`config.mk`:
```
export PLATFORM = sky130hd
export DESIGN_NAME = fir_coef_loader_flat
export DESIGN_NICKNAME = d
export VERILOG_FILES = /design/src/rtl/fir_coef_loader_pkg.sv /design/src/rtl/fir_coef_loader_if.sv /design/src/rtl/fir_coef_loader_shadow.sv /design/src/rtl/fir_coef_loader.sv /design/src/flat_wrapper.sv
export SDC_FILE = /design/constraint.sdc
export NUM_CORES = 1
export LEC_CHECK = 0
export BUFFER_PORTS_ARGS = -buffer_cell sky130_fd_sc_hd__clkbuf_2
export CORE_MARGIN = 2
export CORE_UTILIZATION = 53
export DETAILED_ROUTE_END_ITERATION = 10
export PLACE_DENSITY = 0.73
export RECOVER_POWER = 50
export SLEW_MARGIN = 20
export SYNTH_ARGS = -nofsm -noshare
export SYNTH_HDL_FRONTEND = slang
export SYNTH_SLANG_ARGS = --single-unit
export TNS_END_PERCENT = 1
```
`constraint.sdc`:
```
create_clock -name clk -period 3.9 [get_ports clk]
set_input_delay 1.17 -clock clk [delete_from_list [all_inputs] [get_ports clk]]
set_output_delay 1.17 -clock clk [all_outputs]
set_load 0.02 [all_outputs]
```
`src/rtl/fir_coef_loader_pkg.sv`:
```
// Shared definitions for the DW_fir coefficient loader: FSM states and counter sizing.
package fir_coef_pkg;

  typedef enum logic [2:0] {
    ST_IDLE,
    ST_LOAD,
    ST_FLUSH,
    ST_VERIFY,
    ST_DONE
  } state_t;

  // Width of a tap index counter; never narrower than one bit.
  function automatic int cnt_width(input int n);
    return (n > 1) ? $clog2(n) : 1;
  endfunction

endpackage

```
`src/rtl/fir_coef_loader_if.sv`:
```
// Coefficient packet stream between the register/DMA source and the loader.
interface fir_coef_if #(
  parameter int coef_width = 8
);
  logic                  s_valid;
  logic                  s_ready;
  logic [coef_width-1:0] s_coef;
  logic                  s_last;
  logic                  verify_en;

  modport master (output s_valid, s_coef, s_last, verify_en, input s_ready);
  modport slave  (input s_valid, s_coef, s_last, verify_en, output s_ready);
endinterface

```
`src/rtl/fir_coef_loader_shadow.sv`:
```
// Shadow copy of the coefficients last shifted into the filter; read back during verify.
module fir_coef_shadow #(
  parameter int coef_width = 8,
  parameter int order      = 6,
  parameter int aw         = 3
) (
  input  logic                  clk,
  input  logic                  wr_en,
  input  logic [aw-1:0]         wr_addr,
  input  logic [coef_width-1:0] wr_data,
  input  logic [aw-1:0]         rd_addr,
  output logic [coef_width-1:0] rd_data
);

  logic [coef_width-1:0] shadow_reg [order];

  always_ff @(posedge clk) begin
    if (wr_en) begin
      shadow_reg[wr_addr] <= wr_data;
    end
  end

  // Combinational read so the verify word reaches coef_in one cycle after its index.
  assign rd_data = shadow_reg[rd_addr];

endmodule

```
`src/rtl/fir_coef_loader.sv`:
```
// Shifts one coefficient packet into the DW_fir serial load chain, then optionally
// re-shifts the shadow copy while comparing the chain tail (verify-and-repair).
module fir_coef_loader
  import fir_coef_pkg::*;
#(
  parameter int coef_width = 8,
  parameter int order      = 6
) (
  input  logic                  clk,
  input  logic                  rst_n,
  fir_coef_if.slave             s,
  output logic                  coef_shift_en,
  output logic [coef_width-1:0] coef_in,
  input  logic [coef_width-1:0] coef_out,
  output logic                  busy,
  output logic                  done,
  output logic                  err_len,
  output logic                  err_mismatch
);

  localparam int              CW       = cnt_width(order);
  localparam logic [CW-1:0]   LAST_IDX = CW'(order - 1);

  state_t                state_reg, state_next;
  logic [CW-1:0]         k_reg, k_next, j_reg, j_next;
  logic                  verify_reg, verify_next;
  logic                  shift_reg, shift_next;
  logic                  vshift_reg, vshift_next;
  logic                  done_reg, done_next;
  logic                  err_len_reg, err_len_next;
  logic                  err_mm_reg, err_mm_next;
  logic [coef_width-1:0] coef_reg, coef_next;
  logic [coef_width-1:0] rd_data;
  logic                  wr_en;
  logic                  xfer;

  // Ready is forced low while reset is asserted so no word is taken mid-reset.
  assign s.s_ready = rst_n & ((state_reg == ST_IDLE) || (state_reg == ST_LOAD) ||
                              (state_reg == ST_FLUSH));
  assign xfer      = s.s_valid & s.s_ready;

  always_comb begin
    state_next   = state_reg;
    k_next       = k_reg;
    j_next       = j_reg;
    verify_next  = verify_reg;
    shift_next   = 1'b0;
    vshift_next  = 1'b0;
    coef_next    = coef_reg;
    done_next    = (state_reg == ST_DONE);
    err_len_next = err_len_reg;
    err_mm_next  = err_mm_reg;
    wr_en        = 1'b0;

    // The word now on coef_in during a verify shift should equal the chain tail.
    if (vshift_reg && (coef_out != coef_reg)) begin
      err_mm_next = 1'b1;
    end

    unique case (state_reg)
      ST_IDLE: begin
        if (xfer) begin
          wr_en        = 1'b1;
          shift_next   = 1'b1;
          coef_next    = s.s_coef;
          verify_next  = s.verify_en;
          err_mm_next  = 1'b0;
          err_len_next = s.s_last;
          k_next       = s.s_last ? '0 : CW'(1);
          state_next   = s.s_last ? ST_DONE : ST_LOAD;
        end
      end
      ST_LOAD: begin
        if (xfer) begin
          wr_en      = 1'b1;
          shift_next = 1'b1;
          coef_next  = s.s_coef;
          if (k_reg == LAST_IDX) begin
            k_next = '0;
            if (s.s_last) begin
              state_next = verify_reg ? ST_VERIFY : ST_DONE;
            end else begin
              err_len_next = 1'b1;
              state_next   = ST_FLUSH;
            end
          end else if (s.s_last) begin
            k_next       = '0;
            err_len_next = 1'b1;
            state_next   = ST_DONE;
          end else begin
            k_next = k_reg + CW'(1);
          end
        end
      end
      ST_FLUSH: begin
        if (xfer && s.s_last) begin
          state_next = ST_DONE;
        end
      end
      ST_VERIFY: begin
        shift_next  = 1'b1;
        vshift_next = 1'b1;
        coef_next   = rd_data;
        if (j_reg == LAST_IDX) begin
          j_next     = '0;
          state_next = ST_DONE;
        end else begin
          j_next = j_reg + CW'(1);
        end
      end
      ST_DONE: begin
        state_next = ST_IDLE;
      end
      default: begin
        state_next = ST_IDLE;
      end
    endcase
  end

  always_ff @(posedge clk or negedge rst_n) begin
    if (!rst_n) begin
      state_reg   <= ST_IDLE;
      k_reg       <= '0;
      j_reg       <= '0;
      verify_reg  <= 1'b0;
      shift_reg   <= 1'b0;
      vshift_reg  <= 1'b0;
      coef_reg    <= '0;
      done_reg    <= 1'b0;
      err_len_reg <= 1'b0;
      err_mm_reg  <= 1'b0;
    end else begin
      state_reg   <= state_next;
      k_reg       <= k_next;
      j_reg       <= j_next;
      verify_reg  <= verify_next;
      shift_reg   <= shift_next;
      vshift_reg  <= vshift_next;
      coef_reg    <= coef_next;
      done_reg    <= done_next;
      err_len_reg <= err_len_next;
      err_mm_reg  <= err_mm_next;
    end
  end

  fir_coef_shadow #(
    .coef_width (coef_width),
    .order      (order),
    .aw         (CW)
  ) u_shadow (
    .clk     (clk),
    .wr_en   (wr_en),
    .wr_addr (k_reg),
    .wr_data (s.s_coef),
    .rd_addr (j_reg),
    .rd_data (rd_data)
  );

  assign coef_shift_en = shift_reg;
  assign coef_in       = coef_reg;
  assign done          = done_reg;
  assign err_len       = err_len_reg;
  assign err_mismatch  = err_mm_reg;
  assign busy          = (state_reg == ST_LOAD) || (state_reg == ST_FLUSH) ||
                         (state_reg == ST_VERIFY);

endmodule

```
`src/flat_wrapper.sv`:
```
// flat-port wrapper written by rule: the top's interface ports become plain ports
module fir_coef_loader_flat import fir_coef_pkg::*;
#(
  parameter int coef_width = 8,
  parameter int order      = 6
)
  (clk, rst_n, coef_shift_en, coef_in, coef_out, busy, done, err_len, err_mismatch, s_s_valid, s_s_coef, s_s_last, s_verify_en, s_s_ready);
  fir_coef_if #(.coef_width(coef_width)) s_i ();
  input  logic clk;
  input  logic rst_n;
  output logic coef_shift_en;
  output logic [coef_width-1:0] coef_in;
  input  logic [coef_width-1:0] coef_out;
  output logic busy;
  output logic done;
  output logic err_len;
  output logic err_mismatch;
  input wire logic [$bits(s_i.s_valid)-1:0] s_s_valid;
  input wire logic [$bits(s_i.s_coef)-1:0] s_s_coef;
  input wire logic [$bits(s_i.s_last)-1:0] s_s_last;
  input wire logic [$bits(s_i.verify_en)-1:0] s_verify_en;
  output wire logic [$bits(s_i.s_ready)-1:0] s_s_ready;
  assign s_i.s_valid = s_s_valid;
  assign s_i.s_coef = s_s_coef;
  assign s_i.s_last = s_s_last;
  assign s_i.verify_en = s_verify_en;
  assign s_s_ready = s_i.s_ready;
  fir_coef_loader #(.coef_width(coef_width), .order(order)) u_core (.clk(clk), .rst_n(rst_n), .s(s_i), .coef_shift_en(coef_shift_en), .coef_in(coef_in), .coef_out(coef_out), .busy(busy), .done(done), .err_len(err_len), .err_mismatch(err_mismatch));
endmodule
```
Yosys cells after proc, flatten, opt, wreduce, memory -nomap -nowiden
Memory sizes are Yosys's and may differ from the RTL's.
Index checks and enable logic that the tools add are counted.
{ "op_classes": {"add_sub_neg": 2, "eq_ne": 14, "mux": 34, "bitwise_logic": 2, "n_reduce_logical": 15} }
{ "ops": {"columns": ["op", "count"], "rows": [
  ["two-way mux 3 bit", 14],
  ["one-hot mux 8 bit (2 select lines)", 1],
  ["two-way mux 1 bit", 14],
  ["one-hot mux 3 bit (4 select lines)", 1],
  ["AND reduction 5 bit", 2],
  ["== test 3 bit, second input constant", 3],
  ["two-way mux 8 bit", 1],
  ["!= test 2 x 1 -> 1 bit, second input constant", 4],
  ["!= test 8 bit", 1],
  ["adder 3 x 1 -> 3 bit, second input constant", 2],
  ["== test 3 x 2 -> 1 bit, second input constant", 2],
  ["!= test 3 bit, second input constant", 2],
  ["one-hot mux 3 bit (2 select lines)", 1],
  ["logical OR 1 bit", 4],
  ["one-hot mux 1 bit (2 select lines)", 2],
  ["AND reduction 2 bit", 2],
  ["nonzero test 2 bit", 2],
  ["== test 3 x 1 -> 1 bit, second input constant", 1],
  ["zero test 3 bit", 1],
  ["AND reduction 3 bit", 1],
  ["bitwise AND 1 bit", 2],
  ["logical AND 1 bit", 2],
  ["!= test 2 bit, second input constant", 1],
  ["OR reduction 2 bit", 1]
]} }
{ "totals": {"ff_bits": 23, "ramBits": 48, "wordCells": 78, "mem_count": 1} }
{ "memory_table": {"columns": ["name", "words", "width", "rd", "rd_ports_with_merged_regs", "wr", "line", "source"], "rows": [
  ["u_core.u_shadow.shadow_reg", 6, 8, 1, 0, 1, "fir_coef_loader_shadow.sv:15", "logic [coef_width-1:0] shadow_reg [order];"]
]} }

Depth between registers and ports, before layout
{ "depth": {"depth_word": 9, "depth_mapped": 6, "depth_no_buf": 6} }

Modules after synthesis
Synthesis repeated with hierarchy kept, for this count alone.
{ "hier_totals": {"cells_unflattened": 238, "area_unflattened_um2": 3126.7} }
{ "by_module_without_submodules": {"columns": ["module", "n_inst", "cells_each", "area_each_um2"], "rows": [
  ["fir_coef_shadow", 1, 105, 1918.1],
  ["fir_coef_loader", 1, 133, 1208.7]
]} }

Least setup slack after synthesis
No wires, ideal clock.
{ "synth_path": {"kind": "input -> register", "start": "input port s_s_valid", "end": "memory u_core.u_shadow.shadow_reg[0][0], enable pin", "arrival_ps": 2359, "slack_ps": 1147, "path_stages": 3, "path_buffers": 1, "cell_sequence": "nand3_2 -> buf_4 -> nor4_1"} }
{ "synth_between": {"elab_chain_cells": 5} }
{ "synth_rtl": {"columns": ["item", "line", "source"], "rows": [
  ["start, declared", "flat_wrapper.sv:18", "input wire logic [$bits(s_i.s_valid)-1:0] s_s_valid;"],
  ["bitwise AND 1 bit", "fir_coef_loader.sv:40", "assign xfer = s.s_valid & s.s_ready;"],
  ["two-way mux 1 bit", "fir_coef_loader.sv:62, fir_coef_loader.sv:74", null],
  ["two-way mux 1 bit", null, null],
  ["two-way mux 1 bit", "fir_coef_loader_shadow.sv:18", "if (wr_en) begin"],
  ["two-way mux 1 bit (implied by the code)", "fir_coef_loader_shadow.sv:19", "shadow_reg[wr_addr] <= wr_data;"],
  ["end, declared", "fir_coef_loader_shadow.sv:15", null]
]} }
No other way between the ends.

Worst setup path in the final report
{ "layout_path": {"start": "input port rst_n", "end": "output port s_s_ready"} }
{ "layout_between": {"elab_chain_cells": 1} }
{ "layout_rtl": {"columns": ["item", "line", "source"], "rows": [
  ["start, declared", "flat_wrapper.sv:10", "input logic rst_n;"],
  ["bitwise AND 1 bit", "fir_coef_loader.sv:38", "assign s.s_ready = rst_n & ((state_reg == ST_IDLE) || (state_reg == ST_LOAD) ||"],
  ["end, declared", "flat_wrapper.sv:22", "output wire logic [$bits(s_i.s_ready)-1:0] s_s_ready;"]
]} }
No other way between the ends.

==> results by group <==
Outcome
  – Outcome: complete, no violations

Yosys
  – Cell Area, Synth: 3050 um^2
  – Largest family of logic cells by synthesized area: multiplexers
  – Mux cell area share after synthesis: 12.0%
  – Avg Inst Size Synth: 14.4 um^2
  – Yosys cell types: 36
  – Sequential element share of the synthesized area: 66.2%
  – Synth Warn #: 0
  – Ys async rst share: 32.4%
  – Post-Synth Simple-Gate Area: 7.72%
  – Most common flop cell mapped by yosys: edfxtp_1
  – Adder-cell area share of the yosys netlist: 0.821%
  – Syn nets: 235
  – Post-synthesis cell count: 212
  – Synth Area in XOR/XNOR: 2.59%
  – Compound-cell area share of the yosys netlist: 7.80%
  – Post-synth EDFFs: 48
  – Number of synthesized register bits: 71

Clocking
  – Clock sink count: 71
  – CTS Root Cell: clkbuf_8
  – Clock Path Buffers: 2
  – Worst-path clk slew: 0.06 ns
  – Hold-fix buffers at CTS: 0
  – CTS tree: built
  – Post-CTS Setup Bufs: 0
  – Htree depth: 3
  – PostCTS Resize Cnt: 0
  – Clock Latency Late Sink: 0.35 ns
  – CTS Buf Count: 9

Die
  – Floorplan die area: 6370 um^2
  – Die X: 79.8 um
  – Top Ports: 35
  – Die Height: 79.8 um
  – Core Footprint: 5540 um^2
  – Initial core utilization: 55.0%
  – Rows: 27

Power
  – Max IR drop VDD: 237 uV
  – Lkg Pwr: 1.33 nW
  – Power per cell area: 499 nW/um^2
  – Tot Pwr: 1.73 mW

Timing
  – Fin. max-slew vios: 0
  – Post-route setup TNS: 0 ns
  – Slew @ Worst Pin: 0.838 ns
  – Clk_skew: 0.0126 ns
  – Slew margin rel.: 44.1%
  – Max Freq: 310 MHz
  – Final setup viols: 0
  – Final Cycle Share: 82.6%
  – Unrepaired setup endpoints after global routing: no
  – Hold_ws: 0.478 ns
  – Final hold vios: 0
  – Min cycle time layout: 3.22 ns

Finish
  – Nets: 276
  – Highest-count cells in the layout ignoring fill and taps: edfxtp_1, clkbuf_2, dfrtp_1, o21ai_0, a21oi_1
  – Post-route design area: 3470 um^2
  – Area growth syn-to-layout: 14.0%
  – Share of cells above drive strength 1: 22.9%
  – Leading cell type in the layout, fill and taps excluded: edfxtp_1
  – Fillers: 448
  – N_diodes: 0
  – Layout Cells excl Fill: 330
  – Max FFs per register: 48

Global route
  – Vias in the first global route: 1834
  – Global-route wire length before repair: 9260 um
  – All-layer global routing usage: 20.7%
  – Initial antenna violation count: 0
  – Total gr overflow: 0
  – Pin count of the biggest net entering global routing: 21

Detailed routing
  – Post-route ant nets: 0
  – Drt total wl: 5940 um
  – Drt first pass iters: 4
  – Via count: 1877
  – DRC viols: 0
  – Drt initial violations: 169
  – Wire per inst: 18.0 um
  – Vias per inst: 5.69

Critical path
  – Worst EP arrival: 2.05 ns
  – Reg2reg path depth: 4
  – CP Class: input port to primary output
  – Critical Path RT: 2.73 ns
  – Worst setup SP type: input port
  – Crit path max fanout: 12
  – Crit. End Element: primary output

Hold path
  – HP Class: register to register
  – Cell count of the worst hold path: 2

Placement
  – Port Buf Inserts: 34
  – Placed insts: 314
  – HPWL after detailed placement: 4060 um
  – Gpl congestion: 0.833
  – DP Area: 3290 um^2

Flow run
  – Max-cap viol count: 0
[routing by layer]
metal,global-route usage [%],up-vias,part of all wire (%)
met1,26.2,926,43
met3,5.54,12,5.1
met2,33.4,56,50
met4,9.15,0,2.1
met5,0,-,0
li1,-,883,-
[worst max-delay path, stage by stage]
cell	delay, ns
clkbuf_1	0.48
and2_1	0.23
clkbuf_2	0.17
[metrics by stage]
stage	utilization, %	worst slack [ns]
final	62.7	0.679
after global routing	62.7	0.562
after CTS	63.0	0.917
after detailed placement	59.4	0.870
after global placement	59.4	0.950
after floorplan	-	1.15
[power breakdown]
group	total, mW	internal (mW)	switching (mW)
Sequential	0.914	0.858	0.0557
Clock	0.581	0.312	0.269
Combinational	0.240	0.104	0.136
[synth_stat cells (all sizes together) (3+ instances only)]
master / count / area (um^2)
buf: 8 / 60.1
xnor2: 9 / 78.8
clkbuf: 4 / 15.0
mux4: 8 / 180
mux2i: 16 / 160
nand2: 13 / 48.8
nor3: 6 / 30.0
a21oi: 17 / 85.1
o21ai: 22 / 110
nand4: 3 / 18.8
dfrtp: 23 / 576
nor2: 9 / 33.8
edfxtp: 48 / 1440
[cells by family (layout without fill, tap and decap cells)]
kind of cell | Yosys count | in the layout
multiplexers | 26 | 26
AND/OR/NAND/NOR | 45 | 45
buffers and inverters | 15 | 61
XOR/XNOR | 9 | 9
flip-flops | 71 | 71
AO/OA/AOI/OAI | 44 | 44
adder cells (fa/ha/maj) | 2 | 2
[cell type report]
| cell class | instances | area [um^2] | area share [%] |
|---|---|---|---|
| sequential | 71 | 2020 | 58.1 |
| multi-input combinational | 126 | 943 | 27.2 |
| timing repair buffer | 42 | 213 | 6.12 |
| clock buffer | 11 | 141 | 4.07 |
| tap | 72 | 90.1 | 2.59 |
| clock inverter | 5 | 57.6 | 1.66 |
| inverter | 3 | 11.3 | 0.324 |
[worst paths after layout]
| kind | startpoint | to | slack, ns |
|---|---|---|---|
| setup / recovery | rst_n | s_s_ready | 0.68 |
| setup reg to reg | u_core.state_reg[1] | u_core.u_shadow.shadow_reg[3][5] | 1.66 |
| hold / removal | u_core.err_mismatch | u_core.err_mismatch | 0.48 |
| hold reg to reg | u_core.err_mismatch | u_core.err_mismatch | 0.48 |
| max in group asynchronous | rst_n | u_core.vshift_reg | 1.90 |
| min in group asynchronous | rst_n | u_core.verify_reg | 0.82 |
No activity file was read; power rests on OpenSTA's default activity.
